$ cat config.mk
export PLATFORM = sky130hd
export DESIGN_NAME = write_ptr_counter
export DESIGN_NICKNAME = d
export VERILOG_FILES = /design/src/rtl/write_ptr_counter.sv
export SDC_FILE = /design/constraint.sdc
export NUM_CORES = 1
export LEC_CHECK = 0
export ABC_AREA = 1
export CAP_MARGIN = 20
export CORE_AREA = 8 8 57 59
export CTS_BUF_LIST = sky130_fd_sc_hd__clkbuf_16
export CTS_CLUSTER_SIZE = 10
export DETAILED_ROUTE_END_ITERATION = 10
export DIE_AREA = 0 0 65 67
export PLACE_DENSITY = 0.59
export SLEW_MARGIN = 20
export SYNTH_ARGS = -nofsm -noshare
export SYNTH_HDL_FRONTEND = slang
export SYNTH_SLANG_ARGS = --single-unit
$ cat constraint.sdc
create_clock -name b_ctr_clk -period 2.4 [get_ports b_ctr_clk]
set_input_delay 0.24 -clock b_ctr_clk [delete_from_list [all_inputs] [get_ports b_ctr_clk]]
set_output_delay 0.24 -clock b_ctr_clk [all_outputs]
set_load 0.02 [all_outputs]
$ cat src/rtl/write_ptr_counter.sv
// -----------------------------------------------------------------------------
// write_ptr_counter
// Write-side pointer generator for an asynchronous FIFO. Keeps a binary write
// pointer with an extra wrap bit, a registered Gray copy for the read domain,
// and full / almost-full flags computed against the synchronised read pointer.
// It also reports write acknowledge and overflow pulses.
//
// Parameters
//   a_length   address width; FIFO depth = 2**a_length, pointers a_length+1 bits
//   af_margin  almost_full_out asserts when free slots <= af_margin
//
// Ports
//   b_ctr_clk            write-domain clock, rising edge
//   b_ctr_reset          synchronous active-high reset
//   b_ctr_enable_in      write request for this cycle
//   b_ctr_clear          synchronous soft clear (lower priority than reset)
//   rd_gray_ptr_sync_in  read pointer, Gray coded, already in b_ctr_clk domain
//   b_count_ptr          registered binary write pointer (MSB = wrap bit)
//   g_count_ptr          registered Gray write pointer
//   wr_addr              RAM write address (low bits of b_count_ptr)
//   wr_en_out            combinational RAM write strobe
//   full_out             registered full flag
//   almost_full_out      registered almost-full flag
//   wr_ack_out           one-cycle pulse per accepted write
//   overflow_out         one-cycle pulse per rejected write
// -----------------------------------------------------------------------------
module write_ptr_counter #(
   parameter int unsigned a_length  = 3,
   parameter int unsigned af_margin = 1
) (
   input  logic                b_ctr_clk,
   input  logic                b_ctr_reset,
   input  logic                b_ctr_enable_in,
   input  logic                b_ctr_clear,
   input  logic [a_length:0]   rd_gray_ptr_sync_in,
   output logic [a_length:0]   b_count_ptr,
   output logic [a_length:0]   g_count_ptr,
   output logic [a_length-1:0] wr_addr,
   output logic                wr_en_out,
   output logic                full_out,
   output logic                almost_full_out,
   output logic                wr_ack_out,
   output logic                overflow_out
);

   localparam int unsigned PTR_W = a_length + 1;
   localparam int unsigned DEPTH = 2 ** a_length;

   logic [PTR_W-1:0] rd_bin;
   logic [PTR_W-1:0] next_bin;
   logic [PTR_W-1:0] next_gray;
   logic [PTR_W-1:0] used_nxt;
   logic [PTR_W-1:0] free_nxt;
   logic             full_nxt;
   logic             almost_full_nxt;

   // RAM strobe and address are valid in the request cycle
   assign wr_en_out = b_ctr_enable_in & ~full_out;
   assign wr_addr   = b_count_ptr[a_length-1:0];

   // Gray-to-binary: each binary bit is the XOR of all Gray bits at or above it
   always_comb begin
      rd_bin = '0;
      for (int i = 0; i < int'(PTR_W); i++) begin
         rd_bin[i] = ^(rd_gray_ptr_sync_in >> i);
      end
   end

   // Next pointer, its Gray image, and flags against the current read pointer
   always_comb begin
      next_bin        = wr_en_out ? (b_count_ptr + PTR_W'(1)) : b_count_ptr;
      next_gray       = next_bin ^ (next_bin >> 1);
      used_nxt        = next_bin - rd_bin;
      free_nxt        = PTR_W'(DEPTH) - used_nxt;
      full_nxt        = (used_nxt == PTR_W'(DEPTH));
      almost_full_nxt = (32'(free_nxt) <= 32'(af_margin)) | full_nxt;
   end

   // State and registered outputs; reset beats clear beats write
   always_ff @(posedge b_ctr_clk) begin
      if (b_ctr_reset) begin
         b_count_ptr     <= '0;
         g_count_ptr     <= '0;
         full_out        <= 1'b0;
         almost_full_out <= 1'b0;
         wr_ack_out      <= 1'b0;
         overflow_out    <= 1'b0;
      end else if (b_ctr_clear) begin
         b_count_ptr     <= '0;
         g_count_ptr     <= '0;
         full_out        <= 1'b0;
         almost_full_out <= 1'b0;
         wr_ack_out      <= 1'b0;
         overflow_out    <= 1'b0;
      end else begin
         b_count_ptr     <= next_bin;
         g_count_ptr     <= next_gray;
         full_out        <= full_nxt;
         almost_full_out <= almost_full_nxt;
         wr_ack_out      <= wr_en_out;
         overflow_out    <= b_ctr_enable_in & full_out;
      end
   end

endmodule

==> impl_summary.md, run 1 <==
Placement
Buffers placed on the I/O ports in this run total 23. The placer congestion estimate is 0.853. Detailed placement ended at an HPWL of 1660 um.

The cell area after placement is 1050 sq um.

STA
The worst slew margin relative to its limit is 0.806. Final hold analysis gives a worst-case slack of 0.562 ns. The worst clock skew is 0.00196 ns. The share of the cycle needed by the critical path after routing is 0.895.

The max-slew violation count is 0. Setup repair after global routing left no endpoint under its margin. The timing-limited maximum frequency is 465 MHz. After layout, the minimum clock period comes to 2.15 ns. For the final routed database, the setup TNS stands at 0 ns. The setup violation total in the final timing report is 0. The final number of hold-violating endpoints is 0. At the pin with the least slew margin, the transition time is 0.288 ns.

Power
The total power divided by cell area is 605 nW/um^2. The largest vdd supply drop is 348 uV. Summed over all cells, the static leakage comes to 0.534 nW. Overall power consumption after layout is estimated at 0.000683 W.

Clocking
The count of buffers added by post-CTS timing repair for setup is 0. The hold buffer count at cts is 0. The source-to-sink clock delay at the later pin of the worst-skew pair is 0.24 ns. The tree is rooted in a clkbuf_16.

The post-cts sizing count is 0. In this run the number of H-tree levels came out at 1. The TritonCTS clock tree is yes. Clock-pin slew was measured on the worst setup and hold paths at 0.04 ns. The number of clock sinks is 11. Clock tree synthesis inserted a total of 3 buffers. The longest clock path from root to sink contains 2 buffers.

Synth
In this run, synthesis produced a sequential element count of 11. The most instantiated flip-flop cell in the synthesis netlist is dfxtp_1. The synthesized netlist net count is 138. The post-synthesis compound-gate area fraction is 0.0729. The synthesized design spends more area on one cell type than any other, namely dfxtp_1. The gate count of the mapped netlist is 127. Of the post-synthesis cell area, the dominant cell type holds 0.279. Of the total synthesized cell area, the portion taken by AND, OR, NAND and NOR gates is 0.455.

The main combinational cell family by area after synthesis is simple AND/OR/NAND/NOR gates. The leading cell type by number of instances after synthesis is nand2_1. Of the total synthesized cell area, the portion taken by full adders, half adders and majority gates is 0.0475. A synthesized cell averages 6.22 sq um. The synthesized-area fraction occupied by xor and xnor cells is 0.0222. Sorting the synthesized cells by how often they occur yields 44 x nand2_1, 17 x nand3_1, 16 x inv_1. Measured against the total synthesized area, the mux share comes to 0. The count of yosys warnings during synthesis is 0.

The cell area after synthesis is 790 sq um. The fraction of registers with async set/reset is 0. The number of enable-type register cells in the synthesized netlist is 0. After synthesis, the cell types taking the most area are dfxtp_1 28%, nand2_1 21%, nand3_1 11%.

The synthesized netlist contains 22 unique library cells. The part of the Yosys area used for sequential elements is 0.279.

Setup path
The largest single stage delay on the critical path is 0.55 ns. The slowest stage of the critical path belongs to the cell clkdlybuf4s50_1. By startpoint and endpoint, the worst setup path is classified as in2reg.

The critical path endpoint category is a flop. Along the worst path, the maximum fanout reaches 5. Traced cell by cell, the critical path runs through clkdlybuf4s50_1 -> inv_2 -> nand2_1 -> nand3_1 -> nand2_1 -> xor2_1 -> inv_1 -> ha_1 -> inv_1 -> ha_1 -> nor2_1 -> nand2_1 -> nor2_1 -> nand3_2 -> nand2_1. The arrival time of data at the critical path endpoint is 2.33 ns.

The critical path required time is 2.58 ns. The kind of start point of the critical path is a primary input. Among the stages of the critical path, the cell type that occurs most often is nand2_1.

Detailed routing
The first detailed-routing pass ran for 4 iterations. For this run, design rule violations remaining after detail routing come to 0. In this run the remaining antenna-violating nets after routing total 0. The final wirelength is 1930 um. The final routed wire length divided by cell count is 10.5 um. Dividing the detail-routed via count by the number of cells gives 4.65.

The detailed-route via count is 851. After the first detailed-routing iteration, the DRC count stood at 16.

Global route
The met3 global-route usage is 0.0319. The met1 track utilization from global routing is 0.0953. The remaining global-route overflow is 0. The via count of the first global-routing pass is 824. In the global route stage, overall resource usage came out at 0.101. The pin count of the biggest net entering global routing is 8.

The number of antenna violations at the first check in global routing is 0. For this run, global-route usage on met2 was measured as 0.183. The first global-routing pass estimated 3420 um of wire.

The most heavily used metal layer in global routing is met2.

Floorplan
The die width is 65 um. The core region is 2360 sq um. The die outline area is 4360 sq um.

The count of standard-cell rows is 18. The initial utilization of the core area, before any placement, comes to 0.334. The total I/O pin count is 24. The vertical extent of the die is 67 um.

Layout
The repair_antennas step left the layout with diodes totalling 0. The finished cells cover 1130 sq um. The number of fill cells in the layout is 256. After the last flow step, the layout net total stands at 165.

Of the cells placed in the final design, the portion with a size suffix greater than 1 is 0.111. From synthesis to final layout, the design area changed by 42.9%.

Min path
The type of the tightest min-delay check is reg2reg.

Outcome
The run finished with clean final reports.

Job
The max-capacitance violation count is 0.
[power by group]
group | switching, W | internal, W
combinational | 0.000109 | 0.0000812
sequential | 0.00000562 | 0.000194
clock | 0.0000755 | 0.000218
[critical path, delay by kind of cell]
family        cells  cell delay [ns]
fa+ha+maj         2             0.42
buf+inv           4             0.76
simple gates      8             0.74
xor+xnor          1             0.16
[worst paths after layout]
path / cells after the start / slack, ns / end / startpoint
setup / recovery: 15 / 0.25 / almost_full_out / rd_gray_ptr_sync_in[3]
hold / removal: 2 / 0.56 / overflow_out / full_out
setup reg to reg: 13 / 0.36 / almost_full_out / b_count_ptr[1]
hold reg to reg: 2 / 0.56 / overflow_out / full_out
[kinds of logic (layout without fill, tap and decap cells)]
logic type                 count (synthesis)  after routing
xor gates and xnor gates                   2              2
buffers and inverters                     22             48
AOI/OAI and AO/OA                          8              8
DFF                                       11             11
and+or+nand+nor                           81             81
adders and majority gates                  3              3
[area by class of cell]
class	count	area, sq um	area share
Tap cell	30	37.5	0.0333
Multi-Input combinational cell	94	472	0.418
Clock buffer	3	75.1	0.0665
Inverter	18	67.6	0.0599
Timing Repair Buffer	26	253	0.224
Clock inverter	1	3.75	0.00333
Sequential cell	11	220	0.195
[state kept, by name (all words and copies together), names as in the netlist]
signal / flops
full_out: 1
overflow_out: 1
almost_full_out: 1
g_count_ptr: 3
b_count_ptr: 4
wr_ack_out: 1
[layer usage]
layer,routed length [um],up-vias,part of all wire
li1,-,450,-
met1,800,374,0.42
met2,957,22,0.50
met3,105,5,0.054
met4,63,0,0.033
met5,0,-,0
[per-stage QoR]
step | util | instances | setup slack (ns)
2_1_floorplan | - | 127 | 0.410
3_3_place_gp | 0.444 | 179 | 0.0709
3_5_place_dp | 0.444 | 179 | -0.00663
4_1_cts | 0.477 | 183 | 0.231
5_1_grt | 0.477 | 183 | 0.0318
6_report | 0.477 | 183 | 0.252
[layout by cell type, fill, tap and decap left out, types with 2 or more instances in the layout]
cell              n
o21ai_0           2
inv_1            17
dfxtp_1          11
nand3_1          17
buf_4             3
nand2_1          44
inv_2             2
clkbuf_16         3
nand4_1           2
nand3_2           2
ha_1              3
nand2_2           2
clkdlybuf4s50_1  23
xor2_1            2
nor2_1           11
Power figures use the tool's default switching activity.
==> inputs of run 2 (changes only) <==
- PLACE_DENSITY: 0.59 -> unset
- PLACE_DENSITY_LB_ADDON: unset -> 0.2
==> impl_summary.md, run 2 (same netlist as run 1, synthesis figures left out) <==
Detailed routing
The average via count per standard cell is 4.60 (was 4.65). The number of violations reported at the end of detailed-routing iteration 0 is 12 (was 16). The total iterations of the first detailed-routing run is 4 (unchanged). The detailed-route via count is 841 (was 851). The final routed wire length divided by cell count is 10.3 um (was 10.5 um). The antenna violation net count after detailed routing is 0 (unchanged).

The DRC violation count after routing is 0 (unchanged). The final wirelength is 1880 um (was 1930 um).

Setup path
The kind of start point of the critical path is a primary input (unchanged). The highest fanout seen on the critical path is 3 (was 5). The critical register-to-register path endpoint is almost_full_out (unchanged). The critical path required time was 2.58 ns (about the same). The critical path start-end classification is in2reg (unchanged). The worst stage delay on the critical path is 0.49 ns (was 0.55 ns). Crit path cell chain: clkdlybuf4s50_1 -> inv_1 -> nand2_1 -> nand3_1 -> nand2_2 -> xor2_1 -> inv_1 -> ha_1 -> inv_1 -> ha_1 -> nor2_1 -> nand2_1 -> nor2_1 -> nand3_2 -> nand2_1 (was clkdlybuf4s50_1 -> inv_2 -> nand2_1 -> nand3_1 -> nand2_1 -> xor2_1 -> inv_1 -> ha_1 -> inv_1 -> ha_1 -> nor2_1 -> nand2_1 -> nor2_1 -> nand3_2 -> nand2_1). The reg-to-reg critical path startpoint is b_count_ptr[1] (unchanged).

The critical path capture point is almost_full_out (unchanged). The critical path endpoint category is a flop (unchanged). The path depth of the worst reg2reg path is 13 (unchanged). The cell type group with the largest total delay on the critical path is simple AND/OR/NAND/NOR gates (was buffers and inverters). The arrival time of data at the critical path endpoint is 2.28 ns (was 2.33 ns). The total buffers and inverters traversed by the critical path is 4 (unchanged).

The logic depth of the worst path, buffers included is 15 (unchanged). The library cell contributing the largest single delay on the critical path is clkdlybuf4s50_1 (unchanged). The register-to-register setup slack was 0.35 ns (was 0.36 ns). The timing startpoint of the critical path is rd_gray_ptr_sync_in[2] (was rd_gray_ptr_sync_in[3]).

Layout
The post-layout net count is 165 (unchanged). The register bank with the most flops is b_count_ptr (unchanged). The flip-flop count of the largest register, all copies and words added came to 4 (unchanged). The commonest non-fill, non-tap cell in the layout is nand2_1 (unchanged). Top library cells by usage in the layout, fill and taps aside: 43 x nand2_1, 22 x clkdlybuf4s50_1, 17 x inv_1, 17 x nand3_1 (was 44 x nand2_1, 23 x clkdlybuf4s50_1, 17 x inv_1, 17 x nand3_1). The area added between synthesis and finish is 43.6% (was 42.9%). The post-route cell area is 1130 sq um (about the same). The number of antenna repair diodes was 0 (unchanged). The share of layout cells above drive strength 1 is 0.118 (was 0.111). Top flop regs: b_count_ptr (4), g_count_ptr (3) (unchanged).

Floorplan
The die outline area came to 4360 sq um (unchanged). The count of standard-cell rows is 18 (unchanged). The effective utilization at floorplan is 0.334 (unchanged). The vertical extent of the die is 67 um (unchanged). The die width is 65 um (unchanged). The total I/O pin count is 24 (unchanged). The total core area was 2360 sq um (unchanged).

STA
The worst clock skew is 0.000632 ns (was 0.00196 ns). The max-slew violation count is 0 (unchanged). The minimum clock period came to 2.09 ns (was 2.15 ns). The share of the cycle needed by the critical path after routing was 0.873 (was 0.895). The final number of hold-violating endpoints is 0 (unchanged). The worst slew margin relative to its limit is 0.790 (was 0.806).

The setup violation total in the final timing report was 0 (unchanged). The timing-limited maximum frequency is 477 MHz (was 465 MHz). Unrepaired setup endpoints after global routing: false (unchanged). The pin slew with the least headroom to its limit is 0.312 ns (was 0.288 ns).

Placement
The placer congestion estimate is 0.857 (was 0.853). The count of input and output buffers is 23 (unchanged). The cell area after placement is 1050 sq um (unchanged). The detailed placer's ending HPWL is 1590 um (was 1660 um).

Power
The largest vdd supply drop was 311 uV (was 348 uV). The overall power of the completed layout is 0.000688 W (was 0.000683 W). The leakage power is 0.544 nW (was 0.534 nW). The total power divided by cell area is 607 nW/um^2 (was 605 nW/um^2).

Clocking
The number of clock sinks is 11 (unchanged). The clock transition at the registers of the reported paths is 0.04 ns (about the same). The hold buffer count at cts came to 0 (unchanged). The number of buffers created by CTS is 3 (unchanged). The maximum buffer depth of the clock tree is 2 (unchanged). The clock root buffer master is clkbuf_16 (unchanged). The source-to-sink clock delay at the later pin of the worst-skew pair is 0.24 ns (about the same). The deepest level of the CTS H-tree is 1 (unchanged). The TritonCTS clock tree is yes (unchanged).

Outcome
Status: complete, no violations (unchanged).

Min path
The type of the tightest min-delay check is reg2reg (unchanged).

Global route
The remaining global-route overflow came to 0 (unchanged). The number of antenna violations at the first check in global routing is 0 (unchanged). The pin count of the biggest net entering global routing came to 8 (unchanged). The wire length of the first global-routing pass came to 3070 um (was 3420 um). The via count of the first global-routing pass was 761 (was 824). The total global-route track usage was 0.0887 (was 0.101).

Job
The max-capacitance violation count is 0 (unchanged).
-- run 2: changes by cell type in the layout (fill, tap and decap cells not counted), sizes merged --
| cell | previous run | this run |
|---|---|---|
| dlymetal6s2s | 0 | 1 |
| clkdlybuf4s50 | 23 | 22 |
-- run 2: where the power goes --
| part | total, W | switching [W] | internal [W] |
|---|---|---|---|
| sequential | 0.000199 | 0.00000539 | 0.000194 |
| combinational | 0.000190 | 0.000108 | 0.0000811 |
| clock | 0.000299 | 0.0000808 | 0.000219 |
| total | 0.000688 | 0.000195 | 0.000493 |
-- run 2: worst min path at each step --
stage,start,cells past startpoint,end
floorplan,b_ctr_enable_in,2,overflow_out
global placement,full_out,2,overflow_out
detailed placement,full_out,2,overflow_out
CTS,full_out,2,overflow_out
global route,full_out,2,overflow_out
finish,full_out,2,overflow_out
-- run 2: what timing repair did --
action                                  CTS  global route
setup buffers                             0             0
endpoints found under the setup margin    0             2
gates resized for setup                   0             2
-- run 2: tightest hold or removal path, cell delays in order, from the launching register on --
cell	delay, ns
dfxtp_1	0.33
inv_1	0.11
nor3_1	0.06
-- run 2: area by class of cell --
cell class              instances  area [sq um]
fillers                       268          1230
multi-input cells              94           474
repair buffers                 26           255
flip-flops and latches         11           220
clock buffers                   3          75.1
inverters                      18          67.6
well taps                      30          37.5
clock inverters                 1          3.75
-- run 2: through the flow --
stage	worst slack (ns)	TNS (ns)	std cells	util	hold WS, ns
after floorplan	0.410	0	127	-	0.391
after detailed placement	-0.0533	-0.0886	179	0.444	0.545
after CTS	0.184	0	183	0.477	0.550
after global placement	0.0191	0	179	0.444	0.537
final	0.305	0	183	0.479	0.546
after global routing	0.0127	0	183	0.479	0.592
-- run 2: metal layers --
layer	vias to the layer above	track usage	routed length, um
met1	367	0.0953	834
li1	449	-	-
met2	20	0.154	908
met3	5	0.0101	79
met4	0	0.0736	56
met5	-	0	0
